**config.mk**
```make
export PLATFORM = sky130hd
export DESIGN_NAME = sr_ff_monitor
export DESIGN_NICKNAME = d
export VERILOG_FILES = /design/src/rtl/sr_mon_pkg.sv /design/src/rtl/sat_counter.sv /design/src/rtl/sr_ff_monitor.sv
export SDC_FILE = /design/constraint.sdc
export NUM_CORES = 1
export LEC_CHECK = 0
export CAP_MARGIN = 20
export CORE_MARGIN = 1
export CORE_UTILIZATION = 42
export DETAILED_ROUTE_END_ITERATION = 6
export PLACE_DENSITY = 0.73
export SETUP_SLACK_MARGIN = 0.02
export SYNTH_ARGS = -nofsm -noshare
export SYNTH_HDL_FRONTEND = slang
export SYNTH_SLANG_ARGS = --single-unit
```
**constraint.sdc**
```tcl
create_clock -name clk -period 1.65 [get_ports clk]
set_clock_uncertainty 0.15 [all_clocks]
set_input_delay 0.165 -clock clk [delete_from_list [all_inputs] [get_ports clk]]
set_output_delay 0.165 -clock clk [all_outputs]
set_load 0.02 [all_outputs]
```
**src/rtl/sr_mon_pkg.sv**
```systemverilog
// sr_mon_pkg: shared state encodings and default counter width for the SR flip-flop monitor
package sr_mon_pkg;
  localparam int DEF_CNT_W = 8;
  typedef enum logic [1:0] {
    UNKNOWN = 2'd0,
    TRACK   = 2'd1,
    HALT    = 2'd2
  } mon_state_t;
endpackage

```
**src/rtl/sat_counter.sv**
```systemverilog
// sat_counter: event counter that sticks at its all-ones value instead of wrapping
module sat_counter
  import sr_mon_pkg::*;
#(
  parameter int W = DEF_CNT_W
) (
  input  logic         clk,
  input  logic         rst_n,
  input  logic         inc,
  output logic [W-1:0] count
);
  always_ff @(posedge clk or negedge rst_n)
    if (!rst_n) count <= '0;
    else count <= (inc && count != '1) ? count + 1'b1 : count;
endmodule

```
**src/rtl/sr_ff_monitor.sv**
```systemverilog
// sr_ff_monitor: checks an observed SR flip-flop's Q/Qbar against the behaviour implied by its S/R inputs
module sr_ff_monitor
  import sr_mon_pkg::*;
#(
  parameter int CNT_W       = DEF_CNT_W,
  parameter bit STOP_ON_ERR = 1'b0
) (
  input  logic             clk,
  input  logic             rst_n,
  input  logic             S,
  input  logic             R,
  input  logic             Q,
  input  logic             Qbar,
  output logic             mismatch,
  output logic             illegal,
  output logic [CNT_W-1:0] err_count,
  output logic [CNT_W-1:0] illegal_count,
  output logic             exp_valid,
  output logic [1:0]       state
);
  mon_state_t st, st_d;
  logic exp_q, exp_d, fail, ill, sets, ill_cnt;
  always_comb begin
    ill = S & R;
    sets = S ^ R;
    fail = (st == TRACK) && ((Q != exp_q) || (Qbar == Q));
    ill_cnt = ill && (st != HALT);
    st_d = st;
    exp_d = exp_q;
    // a 00 sample keeps the expectation; a check failure never rewrites it
    case (st)
      UNKNOWN: begin
        st_d = sets ? TRACK : UNKNOWN;
        exp_d = sets ? S : exp_q;
      end
      TRACK: begin
        st_d = (fail && STOP_ON_ERR) ? HALT : ill ? UNKNOWN : TRACK;
        exp_d = sets ? S : exp_q;
      end
      default: st_d = HALT;
    endcase
  end
  always_ff @(posedge clk or negedge rst_n)
    if (!rst_n) begin
      st <= UNKNOWN;
      exp_q <= 1'b0;
      mismatch <= 1'b0;
      illegal <= 1'b0;
    end else begin
      st <= st_d;
      exp_q <= exp_d;
      mismatch <= fail;
      illegal <= ill;
    end
  sat_counter #(.W(CNT_W)) u_err (.clk(clk), .rst_n(rst_n), .inc(fail), .count(err_count));
  sat_counter #(.W(CNT_W)) u_ill (.clk(clk), .rst_n(rst_n), .inc(ill_cnt), .count(illegal_count));
  assign exp_valid = (st == TRACK);
  assign state = st;
endmodule

```
==> impl_metrics.env <==
export IMPL_core_um2=2255
export IMPL_cts_num_sinks=21
export IMPL_drt_first_pass_iters=2
export IMPL_p_leak_nw=0.6712
export IMPL_cts_setup_buffers=0
export IMPL_drt_iter0_markers=2
export IMPL_clock_path_buffers=2
export IMPL_cts_tree="built"
export IMPL_ant_nets=0
export IMPL_layout_nets=142
export IMPL_irDropWorstVdd_mv=0.8711
export IMPL_synth_ff_type="dfrtp_1"
export IMPL_reg2reg_to="u_err.count[1]"
export IMPL_timing_fmax_mhz=637.4
export IMPL_cts_hold_buffers=0
export IMPL_drive_gt1_frac=0.2803
export IMPL_nFillCells=202
export IMPL_syn_cell_area_um2=1028
export IMPL_synth_compound_area_frac=0.1022
export IMPL_fin_util=0.6537
export IMPL_areaGrowthSynthToFinish_pct=43.31
export IMPL_yosysSeqAreaShare=0.5109
export IMPL_die_area_um2=2651
export IMPL_yosysTopAreaCellShare=0.5109
export IMPL_synth_distinct_cells=33
export IMPL_end_kind="flop"
export IMPL_clk_latency_ns=0.30
export IMPL_fin_crit_sh=0.9509
export IMPL_chipHeight_um=51.49
export IMPL_period_needed_ns=1.569
export IMPL_worst_pin_slew_ns=0.2734
export IMPL_worstSetupStartpointType="flop"
export IMPL_cp_required_ns=1.70
export IMPL_slowest_delay_ns=0.41
export IMPL_numCtsBuffers=3
export IMPL_clkTransAtPathRegs_ns=0.12
export IMPL_finalHoldViolations=0
export IMPL_status="completed"
export IMPL_antenna_found_initial=0
export IMPL_synth_simple_area_share=0.2068
export IMPL_setup_viol=0
export IMPL_syn_inst=92
export IMPL_wl_um=2023
export IMPL_first_global_vias=815
export IMPL_critical_path_max_fanout=4
export IMPL_diodes=0
export IMPL_ys_ff_latch=21
export IMPL_r2r_setup_slack_ns=0.08
export IMPL_power_density_nw_per_um2=1515
export IMPL_vias=817
export IMPL_grt_usage=0.1854
export IMPL_grt_overflow=0
export IMPL_critPathArrivalTime_ns=1.61
export IMPL_place_congestion=0.7845
export IMPL_max_cap_violations=0
export IMPL_synth_area_mux_share=0.08029
export IMPL_dpl_hpwl_um=1450
export IMPL_cts_root_buf="clkbuf_4"
export IMPL_path_class="reg2reg"
export IMPL_avgSynthCellArea_um2=11.18
export IMPL_r2r_cells=4
export IMPL_avgRoutedWirePerCell_um=12.64
export IMPL_grt_pass1_wl_um=3588
export IMPL_worst_slack_ns=0.08102
export IMPL_via_per_inst=5.106
export IMPL_yosys_area_top_type="dfrtp_1"
export IMPL_syn_nets=101
export IMPL_port_buffers=26
export IMPL_path_cells="ha_2 > nand4_1 > o21a_4 > mux2_4"
export IMPL_power_mw=2.233
export IMPL_htree_levels=1
export IMPL_synth_top_family_by_area="simple AND/OR/NAND/NOR gates"
export IMPL_rsz0062_at_grt="true"
export IMPL_grt_max_degree=22
export IMPL_synth_common_cells="21 x dfrtp_1, 7 x nand2_1, 7 x nand3_1"
export IMPL_pre_cts_slack_ns=-0.1652
export IMPL_drcViolationCount=0
export IMPL_slew_headroom=0.8177
export IMPL_synth_xor_area_share=0.03406
export IMPL_critPathSlowestCell="dfrtp_2"
export IMPL_rr_startpoint="u_err.count[0]"
export IMPL_start_util=0.4562
export IMPL_fp_row_count=17
export IMPL_die_x_um=51.49
export IMPL_synth_edf_count=0
export IMPL_drv_slew=0
export IMPL_synth_adder_area_share=0.03650
export IMPL_holdWs_ns=0.04481
export IMPL_ios=27
export IMPL_yosysMostFrequentCell="dfrtp_1"
export IMPL_synth_area_leaders="dfrtp_1 51%, mux2_1 5.5%, ha_1 3.6%"
export IMPL_holdCritPathClass="in2async"
export IMPL_yosysWarnings=0
export IMPL_async_flop_share=1.000
[final cells by class]
type	instances	area, um^2	share of cell area
Clock buffer	4	26.28	0.01783
Inverter	4	15.01	0.01019
Timing Repair Buffer	38	326.6	0.2216
Multi-Input combinational cell	65	538.0	0.3650
Sequential cell	21	533.0	0.3616
Tap cell	28	35.03	0.02377
[how the worst max path moves through the flow]
stage / startpoint / end / slack (ns) / cells after the start
floorplan: state[1] / u_err.count[4] / -0.12 / 5
global route: u_ill.count[0] / u_ill.count[6] / -0.04 / 5
finish: u_err.count[0] / u_err.count[1] / 0.08 / 4
detailed placement: Qbar / u_err.count[4] / -0.17 / 4
global placement: Qbar / u_err.count[4] / -0.15 / 4
CTS: state[1] / u_err.count[4] / 0.03 / 4
[cells in the final DEF, fill, tap and decap left out, drive strengths merged, types with 4 or more instances in the layout]
master / synthesis / layout
nand2: 7 / 7
dlygate4sd2: 0 / 19
mux2: 7 / 7
clkdlybuf4s50: 0 / 7
clkbuf: 1 / 4
a21oi: 4 / 4
nor2: 6 / 6
dfrtp: 21 / 21
nand3: 7 / 7
buf: 1 / 12
inv: 4 / 4
[worst max-delay path, delay by kind of cell (launching register included)]
family	cells	cell delay [ns]
AND/OR/NAND/NOR	1	0.15
multiplexers	1	0.29
flip-flops	1	0.41
AO/OA/AOI/OAI	1	0.25
adder cells (fa/ha/maj)	1	0.21
[what timing repair did]
item                                    CTS  global route
pin swaps                                 0             3
gates resized for setup                  19             7
endpoints found under the setup margin   19             4
gates cloned                              0             0
[per-layer routing]
layer / vias to the layer above / part of all wire / routed length, um / track usage
met3: 2 / 0.028 / 57 / 0.02679
met4: 0 / 0.0069 / 14 / 0.08108
met2: 15 / 0.48 / 964 / 0.2900
met1: 392 / 0.49 / 986 / 0.2533
li1: 408 / - / - / -
met5: - / 0 / 0 / 0
[flip-flops by register name, indices dropped and copies added, names as in the netlist]
register,flops
mismatch,1
illegal,1
u_ill.count,8
u_err.count,8
state,2
exp_q,1
[power by group]
group	switching [mW]	internal (mW)
registers	0.243	0.704
clock network	0.157	0.0942
logic	0.530	0.506
total	0.929	1.30
[through the flow]
stage	area [um^2]	setup TNS, ns	std cells
final	1474	0	160
after global routing	1474	-0.03620	160
after global placement	1435	-0.9224	156
after floorplan	1065	-0.1963	92
after detailed placement	1435	-1.143	156
after CTS	1438	0	160
[cell families after synthesis]
logic type | after synthesis
AO/OA/AOI/OAI | 14
XOR/XNOR | 4
adder cells (fa/ha/maj) | 3
buffers and inverters | 6
flip-flops | 21
multiplexers | 7
AND/OR/NAND/NOR | 37
Note: power is estimated with default switching activity, not from simulation.
==> patch 1, RTL diff (same flow settings) <==
Remove the register `illegal`: a continuous assignment takes its place, so the output `illegal` follows one clock earlier.
--- a/src/rtl/sr_ff_monitor.sv
+++ b/src/rtl/sr_ff_monitor.sv
@@ -46,11 +46,11 @@
       exp_q <= 1'b0;
       mismatch <= 1'b0;
-      illegal <= 1'b0;
     end else begin
       st <= st_d;
       exp_q <= exp_d;
       mismatch <= fail;
-      illegal <= ill;
     end
+
+  assign illegal = ill;
   sat_counter #(.W(CNT_W)) u_err (.clk(clk), .rst_n(rst_n), .inc(fail), .count(err_count));
   sat_counter #(.W(CNT_W)) u_ill (.clk(clk), .rst_n(rst_n), .inc(ill_cnt), .count(illegal_count));
Check against the original RTL: not equivalent (Yosys sat finds a counterexample within 4 cycles, from zero or initial values and one cycle with rst_n low).
==> patch 1 against the unedited design <==
Synthesized cell count shrank 1.1%; die area shrank 2.3%; routed wire length grew 16%; total power grew 8.8%; sequential cell count shrank 1; setup slack lost 0.023 ns; combinational power grew 7%; design area grew 1.7%; clock power grew 62%; area after synthesis shrank 2.4%; cell count grew 0.63%.
==> patch 1: results <==
set metrics [dict create \
    status "completed" \
    synthXorXnorAreaFrac_pct 3.49 \
    slowest_delay_ns 0.44 \
    fin_crit_sh_pct 96.5 \
    pg_seq_w 0.000914 \
    ys_seq_area_share_pct 49.9 \
    wl_met1_um 980 \
    synth_top_area_cell "dfrtp_1" \
    maxSlewHeadroom_pct 82.6 \
    crit_slowest_cell "dfrtp_2" \
    track_usage_pct 20.2 \
    use_met1_pct 24.8 \
    finalWeightedCongestion 0.715 \
    portBuffers 26 \
    synth_top_family_by_area "simple AND/OR/NAND/NOR gates" \
    total_leakage_power_nw 0.688 \
    vdd_drop_max_mv 1.11 \
    gr-usage-met3_pct 2.68 \
    vias_per_cell 5.19 \
    drive_above_1_share_pct 31.6 \
    critPathCapture "u_err.count[4]$_DFFE_PN0P_" \
    place_area_mm2 0.00140 \
    num-nets-final 143 \
    grt_start_max_net_pins 21 \
    worst-r2r-setup-slack_ns 0.06 \
    use_met2_pct 36.2 \
    worstRegToRegCells 4 \
    clock_latency_ns 0.30 \
    drt_iter0_markers 4 \
    pre_cts_slack_ns -0.273 \
    clk_pin_slew_worst_paths_ns 0.12 \
    ys_top_cells_by_area "dfrtp_1 50%, mux2_1 5.6%, ha_1 3.7%, nand3_1 3.5%, nand2_1 2.6%" \
    worstSetupPathType "reg -> reg" \
    synth_common_cells "20 x dfrtp_1, 7 x nand2_1, 7 x nand3_1" \
    synth_compound_area_share_pct 10.5 \
    num_antenna_cells 0 \
    top_layer "met4" \
    seq_power_share_pct 37.6 \
    grt_pass1_vias 831 \
    wl_per_cell_um 14.6 \
    hp-class "in -> async" \
    cp_top_family "flip-flops" \
    ys_types 33 \
    wl_met2_mm 1.25 \
    synth_fa_ha_area_share_pct 3.74 \
    antenna_found_initial 0 \
    hpwl_mm 1.72 \
    grt_pass1_wl_mm 3.83 \
    synth_async_sr_flop_share_pct 100 \
    p_comb_w 0.00111 \
    dr_wl_met3_um 76 \
    synth_mux_area_share_pct 8.23 \
    internal_power_w 0.00146 \
    h-tree-depth 1 \
    crit_fanout 8 \
    numCtsBuffers 3 \
    syn-num-nets 100 \
    yosys_warnings 0 \
    firstDrtPassIters 4 \
    timing.rr.start "state[1]$_DFF_PN0_" \
]
-- patch 1: changes by cell type in the layout (fill, tap and decap cells not counted), sizes merged --
cell,delta
clkdlybuf4s50,-1
dfrtp,-1
buf,+2
clkbuf,-1
dlygate4sd2,+1
bufinv,+1
-- patch 1: metrics by stage --
step | hold WS (ns) | cells
floorplan | -0.281 | 91
global placement | 0.340 | 154
detailed placement | 0.340 | 154
CTS | 0.0426 | 158
global route | 0.0567 | 161
finish | 0.0354 | 161
-- patch 1: repair_timing --
action,in CTS,in global routing
hold buffers,0,0
pin swaps,0,1
resized for setup,23,7
endpoints found under the setup margin,24,10
buffers inserted,0,3
-- patch 1: final cells by class --
cell class                 count  area, µm²
multi-input combinational     65        548
timing repair buffer          40        340
fill                         193        734
tap                           28       35.0
inverter                       4       15.0
sequential                    20        508
clock buffer                   3       22.5
clock inverter                 1       30.0
==> patch 2, RTL diff (config.mk and constraints unchanged) <==
Without the edit above. Set the package constant `DEF_CNT_W` to 10 (it was 8).
--- a/src/rtl/sr_mon_pkg.sv
+++ b/src/rtl/sr_mon_pkg.sv
@@ -1,5 +1,5 @@
 // sr_mon_pkg: shared state encodings and default counter width for the SR flip-flop monitor
 package sr_mon_pkg;
-  localparam int DEF_CNT_W = 8;
+  localparam int DEF_CNT_W = 10;
   typedef enum logic [1:0] {
     UNKNOWN = 2'd0,
Interface: changed (resized err_count and illegal_count); port bits go from 27 to 31. The function was not compared with the original's and may differ.
==> patch 2 against the unedited design <==
The flow now finishes with violations (setup timing); combinational power grew 16%; setup slack lost 0.10 ns; cell count grew 21%; total power grew 8.6%; die area grew 16%; design area grew 22%; area after synthesis grew 17%; routed wire length grew 35%; synthesized cell count grew 13%; first-iteration DRC count grew to 9.0 times the old value; sequential cell count grew 4.
==> patch 2: results <==
set metrics [dict create \
    worstRegToRegCells 4 \
    hp-class "in -> async" \
    finalWeightedCongestion 0.808 \
    setup_tns_ns -0.0205 \
    yosys_warnings 0 \
    setup_violations 1 \
    track_usage_pct 18.8 \
    drive_above_1_share_pct 38.3 \
    ys_top_cells_by_area "dfrtp_1 52%, xnor2_1 6.6%, xor2_1 5.1%, nand4_1 4.2%, ha_1 3.1%" \
    firstDrtPassIters 4 \
    root_buffer "clkbuf_4" \
    synth_async_sr_flop_share_pct 100 \
    final_cells 193 \
    num-nets-final 172 \
    fill_cells 230 \
    synth_top_area_share_pct 52.2 \
    max-clock-path-buffers 2 \
    crit_slowest_cell "dfrtp_2" \
    clock_latency_ns 0.31 \
    worst_slack_ns -0.0205 \
    numCtsBuffers 3 \
    place_area_mm2 0.00175 \
    num_antenna_cells 0 \
    avgSynthCellArea_um2 11.5 \
    grt_pass1_vias 1011 \
    clk_pin_slew_worst_paths_ns 0.14 \
    ys_types 29 \
    routed-via-count 993 \
    arrival_ns 1.74 \
    syn-num-nets 113 \
    antenna_found_initial 0 \
    wl_per_cell_um 14.1 \
    hpwl_mm 1.92 \
    slowest_delay_ns 0.44 \
    crit_fanout 5 \
    violations "setup timing" \
    grt_pass1_wl_mm 4.64 \
    status "finished with violations" \
    drt_iter0_markers 18 \
    h-tree-depth 1 \
    grt_start_max_net_pins 26 \
    maxSlewHeadroom_pct 76.0 \
    synth_common_cells "25 x dfrtp_1, 9 x nand2_1, 9 x xnor2_1" \
    ys_seq_area_share_pct 52.2 \
    total_leakage_power_nw 0.854 \
    drv_slew 0 \
    cp_top_family "simple AND/OR/NAND/NOR gates" \
    portBuffers 30 \
    vdd_drop_max_mv 0.990 \
]
patch 2: through the flow:
| stage | hold WS [ns] | setup WS (ns) |
|---|---|---|
| 6_report | 0.0437 | -0.0205 |
| 5_1_grt | 0.0626 | -0.0591 |
| 4_1_cts | 0.0524 | 0.0177 |
| 3_5_place_dp | 0.315 | -0.163 |
| 3_3_place_gp | 0.310 | -0.107 |
| 2_1_floorplan | -0.281 | -0.0159 |
patch 2: area by class of cell:
type,instances,area (µm²),area share [%]
inverters,3,11.3,0.627
well taps,31,38.8,2.16
repair buffers,56,467,26.0
clock buffers,4,26.3,1.46
flip-flops and latches,25,644,35.9
multi-input cells,74,608,33.9
patch 2: kinds of logic after synthesis:
| logic type | count (synthesis) | share of synthesized area, % |
|---|---|---|
| and+or+nand+nor | 46 | 22.9 |
| DFF | 25 | 52.2 |
| xor gates and xnor gates | 16 | 11.7 |
| buffers and inverters | 5 | 2.19 |
| muxes | 5 | 4.91 |
| AOI/OAI and AO/OA | 4 | 3.03 |
| adders and majority gates | 3 | 3.13 |
patch 2: worst register-to-register path, cell delays in order, from the launching register on:
cell and delay (ns):
dfrtp_2 0.44, nand4_2 0.16, nor3_4 0.33, nand2b_4 0.20, mux2_4 0.29
patch 2: path summary, 6_finish.rpt:
| path | startpoint | endpoint | slack, ns |
|---|---|---|---|
| max | u_err.count[4]$_DFFE_PN0P_ | u_err.count[1]$_DFFE_PN0P_ | -0.02 |
| min in group clk | state[1]$_DFF_PN0_ | state[1]$_DFF_PN0_ | 0.30 |
| max reg2reg | u_err.count[4]$_DFFE_PN0P_ | u_err.count[1]$_DFFE_PN0P_ | -0.02 |
| min | rst_n | mismatch$_DFF_PN0_ | 0.04 |
| max in group asynchronous | rst_n | u_ill.count[0]$_DFFE_PN0P_ | 1.04 |
| min reg2reg | state[1]$_DFF_PN0_ | state[1]$_DFF_PN0_ | 0.30 |
patch 2: routing by layer:
layer	vias up	GRT usage (%)	part of all wire (%)
met5	-	0	0
met4	0	7.50	0.66
met3	2	1.64	3.5
met2	23	32.2	50
met1	485	24.7	46
li1	483	-	-
patch 2: report_power, final:
part	switching (W)	internal (W)
sequential	0.000144	0.000793
clock	0.000184	0.0000945
combinational	0.000626	0.000584
patch 2: repair_timing:
item	4_1_cts	5_1_grt
setup buffers	1	3
pin swaps	0	2
gates resized for setup	25	6
hold endpoints to repair	0	0
setup endpoints to repair	26	8
